## src/rtl/sandbox_link_pkg.sv

```systemverilog
// Shared constants for the sandbox host link: frame geometry, TX state encoding
// and byte-slot numbering, plus the helper that drops a byte into the data word.
package sandbox_link_pkg;

  localparam int FRAME_BYTES = 5;

  localparam logic [1:0] TX_IDLE = 2'd0;
  localparam logic [1:0] TX_LOAD = 2'd1;
  localparam logic [1:0] TX_SEND = 2'd2;

  localparam logic [2:0] SLOT_CONTROL  = 3'd0;
  localparam logic [2:0] SLOT_LAST     = 3'd4;
  localparam logic [2:0] TX_LAST_COUNT = 3'd4;

  // Slot 1 is the most significant data byte (big-endian on the wire).
  function automatic logic [31:0] put_data_byte(input logic [31:0] word,
                                                input logic [2:0]  slot,
                                                input logic [7:0]  b);
    logic [31:0] r;
    r = word;
    case (slot)
      3'd1:    r[31:24] = b;
      3'd2:    r[23:16] = b;
      3'd3:    r[15:8]  = b;
      3'd4:    r[7:0]   = b;
      default: r = word;
    endcase
    return r;
  endfunction

endpackage

```

## src/rtl/sandbox_frame_serializer.sv

```systemverilog
// Response serializer: captures status + result into a 40-bit shadow and
// hands it to the UART transmitter one byte per handshake, MSB first.
module sandbox_frame_serializer
  import sandbox_link_pkg::*;
(
  input  logic        masterClock,
  input  logic        reset,
  input  logic        start_i,
  input  logic [7:0]  status_i,
  input  logic [31:0] data_i,
  input  logic        tx_ready_i,
  output logic        tx_valid_o,
  output logic [7:0]  tx_byte_o,
  output logic        tx_busy_o
);

  logic [1:0]  state_q, state_d;
  logic [39:0] shadow_q, shadow_d;
  logic [2:0]  count_q, count_d;

  // Next-state logic for the IDLE -> LOAD -> SEND sequence.
  always_comb begin
    state_d  = state_q;
    shadow_d = shadow_q;
    count_d  = count_q;
    case (state_q)
      TX_IDLE: begin
        if (start_i) state_d = TX_LOAD;
        else         state_d = TX_IDLE;
      end
      TX_LOAD: begin
        shadow_d = {status_i, data_i};
        count_d  = 3'd0;
        state_d  = TX_SEND;
      end
      TX_SEND: begin
        if (tx_ready_i) begin
          shadow_d = {shadow_q[31:0], 8'h00};
          if (count_q == TX_LAST_COUNT) begin
            count_d = 3'd0;
            state_d = TX_IDLE;
          end else begin
            count_d = count_q + 3'd1;
            state_d = TX_SEND;
          end
        end else begin
          state_d = TX_SEND;
        end
      end
      default: begin
        state_d  = TX_IDLE;
        shadow_d = 40'h0;
        count_d  = 3'd0;
      end
    endcase
  end

  // State registers with synchronous active-low reset.
  always_ff @(posedge masterClock) begin
    if (!reset) begin
      state_q  <= TX_IDLE;
      shadow_q <= 40'h0;
      count_q  <= 3'd0;
    end else begin
      state_q  <= state_d;
      shadow_q <= shadow_d;
      count_q  <= count_d;
    end
  end

  assign tx_valid_o = (state_q == TX_SEND);
  assign tx_byte_o  = shadow_q[39:32];
  assign tx_busy_o  = (state_q != TX_IDLE);

endmodule

```

## src/rtl/sandbox_host_bridge.sv

```systemverilog
// Host side of the sandbox handshake: assembles 5-byte command frames from UART
// RX bytes and returns status/result frames through the serializer.
module sandbox_host_bridge
  import sandbox_link_pkg::*;
#(
  parameter int TIMEOUT_CYCLES = 1000000
) (
  input  logic        masterClock,
  input  logic        reset,
  input  logic        rxByteValid,
  input  logic [7:0]  rxByte,
  output logic        txByteValid,
  output logic [7:0]  txByte,
  input  logic        txByteReady,
  output logic        dataReceived,
  output logic [7:0]  control,
  output logic [31:0] inputData,
  input  logic        clearDR,
  input  logic        transmitData,
  input  logic [7:0]  status,
  input  logic [31:0] outputData,
  output logic        txBusy,
  output logic        rxOverrun,
  output logic        rxTimeout,
  output logic        txDropped
);

  localparam int TW = $clog2(TIMEOUT_CYCLES + 1);
  localparam logic [TW-1:0] TMO_LAST = TW'(TIMEOUT_CYCLES - 1);
  localparam logic [TW-1:0] TMO_ONE  = TW'(1);

  logic [2:0]    idx_q, idx_d;
  logic [TW-1:0] tmo_q, tmo_d;
  logic          dr_q, dr_d;
  logic [7:0]    control_q, control_d;
  logic [31:0]   data_q, data_d;
  logic          ovr_q, ovr_d;
  logic          rxto_q, rxto_d;
  logic          drop_q, drop_d;
  logic          td_prev_q;
  logic          tx_rise_s, tx_start_s, tx_busy_s;

  // RX frame assembly, release, overrun and partial-frame timeout.
  always_comb begin
    idx_d     = idx_q;
    tmo_d     = tmo_q;
    dr_d      = dr_q;
    control_d = control_q;
    data_d    = data_q;
    ovr_d     = ovr_q;
    rxto_d    = rxto_q;
    if (dr_q) begin
      dr_d  = ~clearDR;
      tmo_d = {TW{1'b0}};
      if (rxByteValid) ovr_d = 1'b1;
      else             ovr_d = ovr_q;
    end else if (rxByteValid) begin
      tmo_d = {TW{1'b0}};
      if (idx_q == SLOT_CONTROL) control_d = rxByte;
      else                       data_d    = put_data_byte(data_q, idx_q, rxByte);
      if (idx_q == SLOT_LAST) begin
        idx_d = SLOT_CONTROL;
        dr_d  = 1'b1;
      end else begin
        idx_d = idx_q + 3'd1;
        dr_d  = 1'b0;
      end
    end else if (idx_q != SLOT_CONTROL) begin
      // A byte in the limit cycle takes the branch above, so it always wins.
      if (tmo_q == TMO_LAST) begin
        idx_d  = SLOT_CONTROL;
        tmo_d  = {TW{1'b0}};
        rxto_d = 1'b1;
      end else begin
        tmo_d = tmo_q + TMO_ONE;
      end
    end else begin
      tmo_d = {TW{1'b0}};
    end
  end

  assign tx_rise_s  = transmitData & ~td_prev_q;
  assign tx_start_s = tx_rise_s & ~tx_busy_s;
  assign drop_d     = drop_q | (tx_rise_s & tx_busy_s);

  // RX registers, sticky flags and the transmitData edge history.
  always_ff @(posedge masterClock) begin
    if (!reset) begin
      idx_q     <= SLOT_CONTROL;
      tmo_q     <= {TW{1'b0}};
      dr_q      <= 1'b0;
      control_q <= 8'h00;
      data_q    <= 32'h0;
      ovr_q     <= 1'b0;
      rxto_q    <= 1'b0;
      drop_q    <= 1'b0;
      td_prev_q <= 1'b0;
    end else begin
      idx_q     <= idx_d;
      tmo_q     <= tmo_d;
      dr_q      <= dr_d;
      control_q <= control_d;
      data_q    <= data_d;
      ovr_q     <= ovr_d;
      rxto_q    <= rxto_d;
      drop_q    <= drop_d;
      td_prev_q <= transmitData;
    end
  end

  sandbox_frame_serializer u_serializer (
    .masterClock (masterClock),
    .reset       (reset),
    .start_i     (tx_start_s),
    .status_i    (status),
    .data_i      (outputData),
    .tx_ready_i  (txByteReady),
    .tx_valid_o  (txByteValid),
    .tx_byte_o   (txByte),
    .tx_busy_o   (tx_busy_s)
  );

  assign txBusy       = tx_busy_s;
  assign dataReceived = dr_q;
  assign control      = control_q;
  assign inputData    = data_q;
  assign rxOverrun    = ovr_q;
  assign rxTimeout    = rxto_q;
  assign txDropped    = drop_q;

endmodule

```

## config.mk

```make
export PLATFORM = sky130hd
export DESIGN_NAME = sandbox_host_bridge
export DESIGN_NICKNAME = d
export VERILOG_FILES = /design/src/rtl/sandbox_link_pkg.sv /design/src/rtl/sandbox_frame_serializer.sv /design/src/rtl/sandbox_host_bridge.sv
export SDC_FILE = /design/constraint.sdc
export NUM_CORES = 1
export LEC_CHECK = 0
export BUFFER_PORTS_ARGS = -buffer_cell sky130_fd_sc_hd__buf_2
export CELL_PAD_IN_SITES_DETAIL_PLACEMENT = 1
export CELL_PAD_IN_SITES_GLOBAL_PLACEMENT = 1
export CORE_ASPECT_RATIO = 0.9
export CORE_UTILIZATION = 38
export DETAILED_ROUTE_END_ITERATION = 10
export PLACE_DENSITY = 0.82
export RECOVER_POWER = 25
export SETUP_SLACK_MARGIN = 0.5
export SYNTH_ARGS = -nofsm -noshare
export SYNTH_HDL_FRONTEND = slang
export SYNTH_HIERARCHICAL = 1
export SYNTH_SLANG_ARGS = --single-unit
```

## constraint.sdc

```tcl
create_clock -name masterClock -period 1.6 [get_ports masterClock]
set_input_delay 0.16 -clock masterClock [delete_from_list [all_inputs] [get_ports masterClock]]
set_output_delay 0.16 -clock masterClock [all_outputs]
set_load 0.01 [all_outputs]
```

### Word level (Yosys, flattened, before mapping)

Cells that the tools add are included.

| word-level totals | value |
|---|---|
| flip-flop bits (word level) | 113 |
| input bits | 54 |
| output and inout port bits | 54 |
| word-level logic and storage cells | 72 |

| operators by class | value |
|---|---|
| $add $sub $neg | 3 |
| equal/unequal tests | 9 |
| muxes and demuxes | 16 |
| bitwise operators | 13 |
| reductions and logical operators | 16 |

Operator list:

| cell | number |
|---|---|
| 40-bit one-hot mux with 3 select lines | 1 |
| 40-bit 2-to-1 mux | 1 |
| 20-bit by 1-bit adder with 20-bit output (second input constant) | 1 |
| 20-bit == test (second input constant) | 1 |
| 4-bit AND reduction | 5 |
| 3-bit 2-to-1 mux | 6 |
| 1-bit inverter | 9 |
| 3-bit by 1-bit adder with 3-bit output (second input constant) | 2 |
| 3-bit by 2-bit == test with 1-bit output (second input constant) | 2 |
| 3-bit == test (second input constant) | 2 |
| 2-bit one-hot mux with 3 select lines | 1 |
| 3-bit one-hot mux with 2 select lines | 1 |
| 3-bit AND reduction | 2 |
| 2-bit nonzero test | 3 |
| 5-bit OR reduction | 1 |
| 1-bit 2-to-1 mux | 4 |
| 2-bit 2-to-1 mux | 2 |
| 2-bit AND reduction | 2 |
| 1-bit AND | 3 |
| 3-bit by 1-bit == test with 1-bit output (second input constant) | 1 |
| 3-bit zero test | 1 |
| 3-bit nonzero test | 1 |
| 2-bit by 1-bit == test with 1-bit output (second input constant) | 1 |
| 2-bit == test (second input constant) | 1 |
| 3 further kinds | 3 |

### Logic depth before layout (Yosys ltp)

Gate-level depths: netlist of run 1.

| logic depth | value |
|---|---|
| depth after elaboration | 5 |
| depth in mapped cells | 8 |
| mapped depth without buffers | 6 |

### By module

The synthesis of run 1 kept the hierarchy.

Modules (own cells, without submodules):

| module | instances | cells each | area each (sq um) | seq. area each (sq um) |
|---|---|---|---|---|
| sandbox_host_bridge | 1 | 323 | 2865.2 | 1361.3 |
| sandbox_frame_serializer | 1 | 203 | 2349.8 | 900.9 |

### Worst setup path after synthesis of run 1

Ideal clock, no wire load.

| timing | value |
|---|---|
| kind | register to register |
| from | reg idx_q[0] |
| to | reg tmo_q[18] |
| data arrival time | 1661 ps |
| setup slack | -131 ps |
| stages on the path, launching flop included | 8 |
| period minus slack after synthesis | 1731 ps |
| path through | dfxtp_1 > inv_1 > ha_1 > nor2b_1 > or3_1 > a211o_1 > buf_2 > a21oi_1 |

| on the way | value |
|---|---|
| longest elaborated chain between the ends | 3 |

RTL lines:

| what | line | source |
|---|---|---|
| start: declaration | sandbox_host_bridge.sv:32 | `logic [2:0] idx_q, idx_d;` |
| start signal: assignment | sandbox_host_bridge.sv:99 | `idx_q <= idx_d;` |
| 3-bit nonzero test | sandbox_host_bridge.sv:68 | `end else if (idx_q != SLOT_CONTROL) begin` |
| 1-bit inverter (no line) | -- |  |
| 5-bit OR reduction (no line) | -- |  |
| end signal: assignment | sandbox_host_bridge.sv:90 | `tmo_q <= {TW{1'b0}};` |
| end signal: assignment | sandbox_host_bridge.sv:100 | `tmo_q <= tmo_d;` |
| end: declaration | sandbox_host_bridge.sv:33 | `logic [TW-1:0] tmo_q, tmo_d;` |

Every way passes these cells.
A chain may end at the register's enable or synchronous reset.

### Worst setup path in the final report of run 1

| timing | value |
|---|---|
| from | reg u_serializer.state_q[1] |
| to | reg u_serializer.shadow_q[17] |

| on the way | value |
|---|---|
| longest elaborated chain between the ends | 3 |
| elaborated cells on any way between the ends | 7 |
| classes of those cells | eq/ne (3); mux (1); bitwise (1); reduce/logical (2) |

RTL lines:

| what | line | source |
|---|---|---|
| start: declaration | sandbox_frame_serializer.sv:17 | `logic [1:0] state_q, state_d;` |
| start signal: assignment | sandbox_frame_serializer.sv:65 | `state_q <= state_d;` |
| 2-bit == test / 2-bit zero test (equally long branches) | sandbox_frame_serializer.sv:26 | `case (state_q)` |
| 2-bit by 1-bit != test with 1-bit output (no line) / 1-bit inverter (equally long branches) | -- |  |
| 2-bit AND reduction (no line) | -- |  |
| end signal: assignment | sandbox_frame_serializer.sv:66 | `shadow_q <= shadow_d;` |
| end: declaration | sandbox_frame_serializer.sv:18 | `logic [39:0] shadow_q, shadow_d;` |

Several ways; a longest one is shown, not always the timed one.

==> results of run 1 <==
## worst register-to-register path: cells and delay by family, from the launching register on
| kind | cells | cell delay [ns] |
|---|---|---|
| flip-flops | 1 | 0.42 |
| AND/OR/NAND/NOR | 2 | 0.49 |
| AO/OA/AOI/OAI | 1 | 0.17 |
| adder cells (fa/ha/maj) | 1 | 0.27 |
| buffers and inverters | 3 | 0.36 |
## path summary, 6_finish.rpt
check,end,slack (ns),cells past startpoint,start
worst max-delay path,u_serializer/shadow_q[17],-0.19,7,u_serializer/state_q[1]
worst min-delay path,u_serializer/shadow_q[33],0.04,3,status[1]
worst max register to register,u_serializer/shadow_q[17],-0.19,7,u_serializer/state_q[1]
worst min register to register,tmo_q[0],0.45,1,tmo_q[0]
## through the flow
| stage | cell area, sq um | hold slack (ns) | util (%) |
|---|---|---|---|
| after global routing | 8260 | 0.0371 | 61.8 |
| after detailed placement | 6120 | 0.403 | 45.8 |
| after floorplan | 5420 | 0.282 | - |
| final | 8260 | 0.0379 | 61.8 |
| after global placement | 6120 | 0.389 | 45.8 |
| after CTS | 7740 | 0.0182 | 57.9 |
## state kept, by name, indices dropped and copies added, names as in the netlist
name and cells:
control 8, tmo_q 20, idx_q 3, rxTimeout 1, inputData 32, td_prev_q 1
u_serializer/count_q 3, dataReceived 1, txDropped 1, rxOverrun 1, u_serializer/state_q 2, u_serializer/shadow_q 40
## cell type report
cell class / instances / area [sq um]
Sequential cell: 113 / 2330
Multi-Input combinational cell: 355 / 3390
Inverter: 14 / 65.1
Tap cell: 168 / 210
Fill cell: 1360 / 5100
Clock buffer: 22 / 495
Clock inverter: 9 / 199
Timing Repair Buffer: 194 / 1570
## routing by layer
layer | up-vias | global-route usage, % | share of wire (%)
met1 | 2605 | 31.7 | 40
met4 | 0 | 17.0 | 5.0
met3 | 93 | 5.91 | 5.4
met5 | - | 0 | 0
li1 | 2227 | - | -
met2 | 243 | 49.5 | 50
## power by group
part           switching, mW  total, mW  leakage [nW]  internal [mW]
sequential            0.0302       2.87         0.932           2.84
clock                   1.49       4.62         0.341           3.13
combinational          0.553       1.01          1.83          0.453
## cell usage in the layout, fill, tap and decap left out, drive strengths merged, types with 9 or more instances in the layout
cell type	instances
nand3	36
clkbuf	41
nand2	62
ha	13
nor2b	9
inv	13
or3	14
nor2	23
buf	171
o2bb2ai	32
dfxtp	113
a21boi	45
o21ai	12
a22oi	32
mux2i	11
xnor2	9
## what timing repair did
item,4_1_cts,5_1_grt
endpoints found under the hold margin,2,0
gates resized for setup,159,98
endpoints found under the setup margin,116,128
setup buffers,21,15
pin swaps,47,43
hold buffers,2,0
gates cloned,8,1
## kinds of logic (layout without fill, tap and decap cells)
group	after synthesis	after routing	synth area share [%]
adder cells (fa/ha/maj)	13	13	3.12
flip-flops	113	113	43.4
AO/OA/AOI/OAI	138	138	24.2
AND/OR/NAND/NOR	179	180	17.8
buffers and inverters	59	239	7.25
multiplexers	11	11	2.11
XOR/XNOR	13	13	2.18
==> run_results.csv, run 1 <==
group,metric,value,unit
outcome,status,"finished with violations",
outcome,violations,"design-rule violations, negative setup slack",
logic_synthesis,synth_fp_nets,593,
grt,grt_pass1_vias,5372,
logic_synthesis,avgSynthCellArea,9.91,sq um
route,vias,5168,
worst_setup_path,crit_path_max_fanout,8,
clocking,cts_htree_levels,4,
grt,grt_pass1_wl,30400,um
worst_setup_path,critPathLaunchType,"register",
placement,dpl_worst_slack,-0.0850,ns
sta,rsz0062_at_grt,"yes",
logic_synthesis,synth-edff-count,0,
job,drv_cap,0,
final_layout,synthToLayoutAreaGrowth,58.3,%
floorplanning,die_area,14200,sq um
worst_setup_path,path_delay_family,"simple AND/OR/NAND/NOR gates",
sta,drv_slew,0,
sta,fin_crit,1.79,ns
logic_synthesis,synth_commonest_cells,"dfxtp_1 (113), nand2_1 (62), a21boi_0 (34)",
power,total_power,8.49,mW
logic_synthesis,synthDistinctLibCells,53,
sta,hold_viol,0,
placement,hpwl,9970,um
route,drt-total-wl,24200,um
logic_synthesis,yosys.area.top_type_share,43.4,%
floorplanning,die_y,113,um
route,drtAntennaViolNets,0,
power,ir_worst_vdd,0.00135,V
worst_setup_path,cp_num_buf_inv,3,
logic_synthesis,synth_area_leaders,"dfxtp_1 (43%), o2bb2ai_2 (7.8%), a21boi_0 (4.9%)",
clocking,clk_pin_slew_worst_paths,0.07,ns
logic_synthesis,synth_most_common_cell,"dfxtp_1",
final_layout,final_layout_size_suffix_gt1_share,56.2,%
final_layout,nets,762,
sta,worst_pin_slew,0.604,ns
clocking,clock_latency,0.44,ns
placement,gp_congestion,0.759,
logic_synthesis,synthFlopType,"dfxtp_1",
final_layout,diodes,0,
worst_setup_path,worstSetupPathType,"register to register",
worst_setup_path,required,1.95,ns
sta,finalWorstSetupSlack,-0.191,ns
power,power_density,1030,nW/um^2
sta,fin_crit_sh,112,%
grt,grt_antenna_before_repair,0,
route,wl_per_cell,27.6,um
grt,grt_overflow,0,
final_layout,stdcell_count,875,
logic_synthesis,async_reset_ff_share,0,%
logic_synthesis,yosysWarnings,6,
grt,grt_usage,28.3,%
floorplanning,core_area,13400,sq um
route,first_pass_iters,8,
logic_synthesis,ys_seq_area_share,43.4,%
clocking,clock_sinks,113,
logic_synthesis,netlist_instances,526,
clocking,cts_tree,"yes",
logic_synthesis,synth.ff_latch_count,113,
grt,grt_max_degree,35,
route,dr.first_iter.drc_count,447,
floorplanning,die_x,125,um
route,routed_via_density,5.91,
route,drc,6,
worst_hold_path,hold_path_class,"input pin to register",
sta,max_freq,558,MHz
logic_synthesis,synth_area,5220,sq um
worst_setup_path,path_cells,"inv_4 -> ha_4 -> nand2_2 -> or3_4 -> buf_6 -> buf_12 -> o2bb2ai_4",
placement,portBuffers,107,
sta,slew_headroom,59.7,%
worst_setup_path,end_kind,"register",
sta,tns,-9.19,ns
floorplanning,start_util,39.0,%
clocking,cts_made_buffers,17,
sta,finalSetupViolCount,88,
worst_setup_path,arrival,2.14,ns
worst_setup_path,slowest_stage,"or3_4",
worst_setup_path,critical-path-max-stage-delay,0.45,ns
clocking,clock-root-buffer,"clkbuf_16",
logic_synthesis,yosys.area.top_type,"dfxtp_1",
placement,dp.cells,797,
floorplanning,io_pins,108,
sta,finClkSkew,0.0178,ns
clocking,cts_max_path_buffers,2,
power,leakage,3.10,nW
floorplanning,rows,40,
Power figures use the tool's default switching activity.
==> inputs of run 2 (changes only) <==
--- a/config.mk
+++ b/config.mk
@@ -6,13 +6,12 @@
 export NUM_CORES = 1
 export LEC_CHECK = 0
 export BUFFER_PORTS_ARGS = -buffer_cell sky130_fd_sc_hd__buf_2
-export CELL_PAD_IN_SITES_DETAIL_PLACEMENT = 1
+export CELL_PAD_IN_SITES_DETAIL_PLACEMENT = 0
 export CELL_PAD_IN_SITES_GLOBAL_PLACEMENT = 1
 export CORE_ASPECT_RATIO = 0.9
 export CORE_UTILIZATION = 38
 export DETAILED_ROUTE_END_ITERATION = 10
 export PLACE_DENSITY = 0.82
-export RECOVER_POWER = 25
 export SETUP_SLACK_MARGIN = 0.5
 export SYNTH_ARGS = -nofsm -noshare
 export SYNTH_HDL_FRONTEND = slang
==> run 2 against run 1 <==
Effect of this change:
- the flow finishes with violations (design-rule violations)
- via count shrank 13%
- sequential power is essentially flat
- sequential share of layout area grew 0.95 points
- die area is the same
- power shrank 8.2%
- register-to-register slack gained 0.19 ns
- global-route usage shrank 8.4 points
- clock-buffer cell count grew 2
- design area shrank 4.5%
- routed wire length shrank 40%
- critical path depth is the same
- worst hold slack lost 0.0081 ns
- critical path type unchanged
- critical endpoint is now tmo_q[17]
- largest power group unchanged
==> run_results.csv, run 2 (synthesis gave the netlist of run 1 again) <==
group,metric,value,unit
outcome,status,"finished with violations",
outcome,violations,"design-rule violations",
route,dr.first_iter.drc_count,250,
route,first_pass_iters,11,
route,vias,4479,
sta,drv_slew,0,
worst_setup_path,end_kind,"register",
grt,use_met1,24.7,%
route,drtAntennaViolNets,0,
clocking,clk_pin_slew_worst_paths,0.05,ns
floorplanning,die_y,113,um
final_layout,synthToLayoutAreaGrowth,51.2,%
worst_setup_path,required,1.93,ns
power,ir_worst_vdd,0.000784,V
grt,grt_usage,19.9,%
sta,hold_ws,0.0298,ns
floorplanning,die_area,14200,sq um
final_layout,fillers,1045,
worst_setup_path,arrival,1.93,ns
sta,finalSetupViolCount,0,
floorplanning,core_area,13400,sq um
final_layout,largest_reg_flops,40,
sta,hold_viol,0,
grt,grt_overflow,0,
job,drv_cap,0,
grt,grt_pass1_vias,4340,
clocking,clock-root-buffer,"clkbuf_16",
floorplanning,start_util,39.0,%
clocking,clock_latency,0.41,ns
route,routed_via_density,5.20,
clocking,cts_htree_levels,4,
worst_setup_path,crit_path_max_fanout,20,
grt,gr-usage-met2,32.7,%
worst_hold_path,hold_path_class,"input pin to register",
grt,grt_antenna_before_repair,0,
sta,worst_pin_slew,0.375,ns
placement,portBuffers,107,
sta,max_freq,625,MHz
clocking,cts_made_buffers,17,
final_layout,diodes,0,
final_layout,final_cell_mix,"buf_2 (104), dfxtp_1 (92), nand2_1 (50)",
grt,top_usage_layer,"met2",
route,drc,6,
floorplanning,die_x,125,um
sta,fin_crit,1.60,ns
power,power_density,988,nW/um^2
route,wl_per_cell,16.9,um
final_layout,largest-register,"u_serializer/shadow_q",
clocking,cts_max_path_buffers,2,
worst_setup_path,critPathLaunchType,"register",
sta,rsz0062_at_grt,"yes",
route,drt-total-wl,14600,um
placement,gp_congestion,0.759,
worst_setup_path,worstSetupPathType,"register to register",
final_layout,layout_commonest_cell,"buf_2",
placement,hpwl,8760,um
final_layout,final_layout_size_suffix_gt1_share,51.2,%
floorplanning,io_pins,108,
clocking,clock_sinks,113,
grt,grt_max_degree,35,
sta,fin_crit_sh,100,%
clocking,cts_tree,"yes",
power,leakage,3.02,nW
final_layout,fin_util,59.0,%
grt,use_met3,4.73,%
grt,grt_pass1_wl,22000,um
sta,slew_headroom,75.0,%
sta,finClkSkew,0.00595,ns
floorplanning,rows,40,
final_layout,nets,748,
-- run 2: what timing repair did --
action / 4_1_cts / 5_1_grt
gates resized for setup: 101 / 79
setup endpoints to repair: 114 / 118
hold buffers: 1 / 0
buffers inserted: 11 / 9
pin swaps: 19 / 34
endpoints found under the hold margin: 1 / 0
cloned: 9 / 3
-- run 2: metrics by stage --
stage / area (sq um) / instances / setup slack, ns / total power, mW / TNS, ns
CTS: 7400 / 849 / 0.00965 / 7.73 / 0
floorplan: 5420 / 526 / 0.0580 / 3.31 / 0
detailed placement: 6120 / 797 / -0.0452 / 3.49 / -0.131
global route: 7890 / 861 / -0.0716 / 8.04 / -1.15
finish: 7890 / 861 / 0.000121 / 7.79 / 0
global placement: 6120 / 797 / 0.0170 / 3.48 / 0
-- run 2: routing by layer --
metal / routed length, um / share of wire, % / up-vias
met4: 210 / 1.4 / 0
met3: 548 / 3.8 / 18
met5: 0 / 0 / -
li1: - / - / 2216
met1: 6690 / 46 / 2148
met2: 7120 / 49 / 97
-- run 2: path summary, 6_finish.rpt --
path	startpoint	endpoint	slack (ns)	depth (start not counted)
max	idx_q[0]	tmo_q[17]	0.0001	7
min	clearDR	dataReceived	0.03	3
max reg2reg	idx_q[0]	tmo_q[17]	0.0001	7
min reg2reg	tmo_q[0]	tmo_q[0]	0.45	1
-- run 2: final cells by class --
type	count	area (sq um)	area share, %
clock buffers	24	523	6.63
well taps	168	210	2.67
inverters	14	62.6	0.793
clock inverters	7	120	1.52
repair buffers	180	1480	18.8
multi-input cells	355	3190	40.5
flip-flops and latches	113	2300	29.1
-- run 2: power by group --
part	internal, mW	total [mW]	switching, mW	leakage (nW)
logic	0.435	0.902	0.467	1.78
registers	2.85	2.87	0.0238	0.923
clock network	2.74	4.02	1.28	0.314
-- run 2: worst max-delay path, cell delays in order (launching register included) --
cell and delay (ns):
dfxtp_2 0.34, inv_2 0.05, ha_4 0.16, nor2b_4 0.12, or3_1 0.30, a211o_1 0.27
buf_12 0.17, a21oi_1 0.12
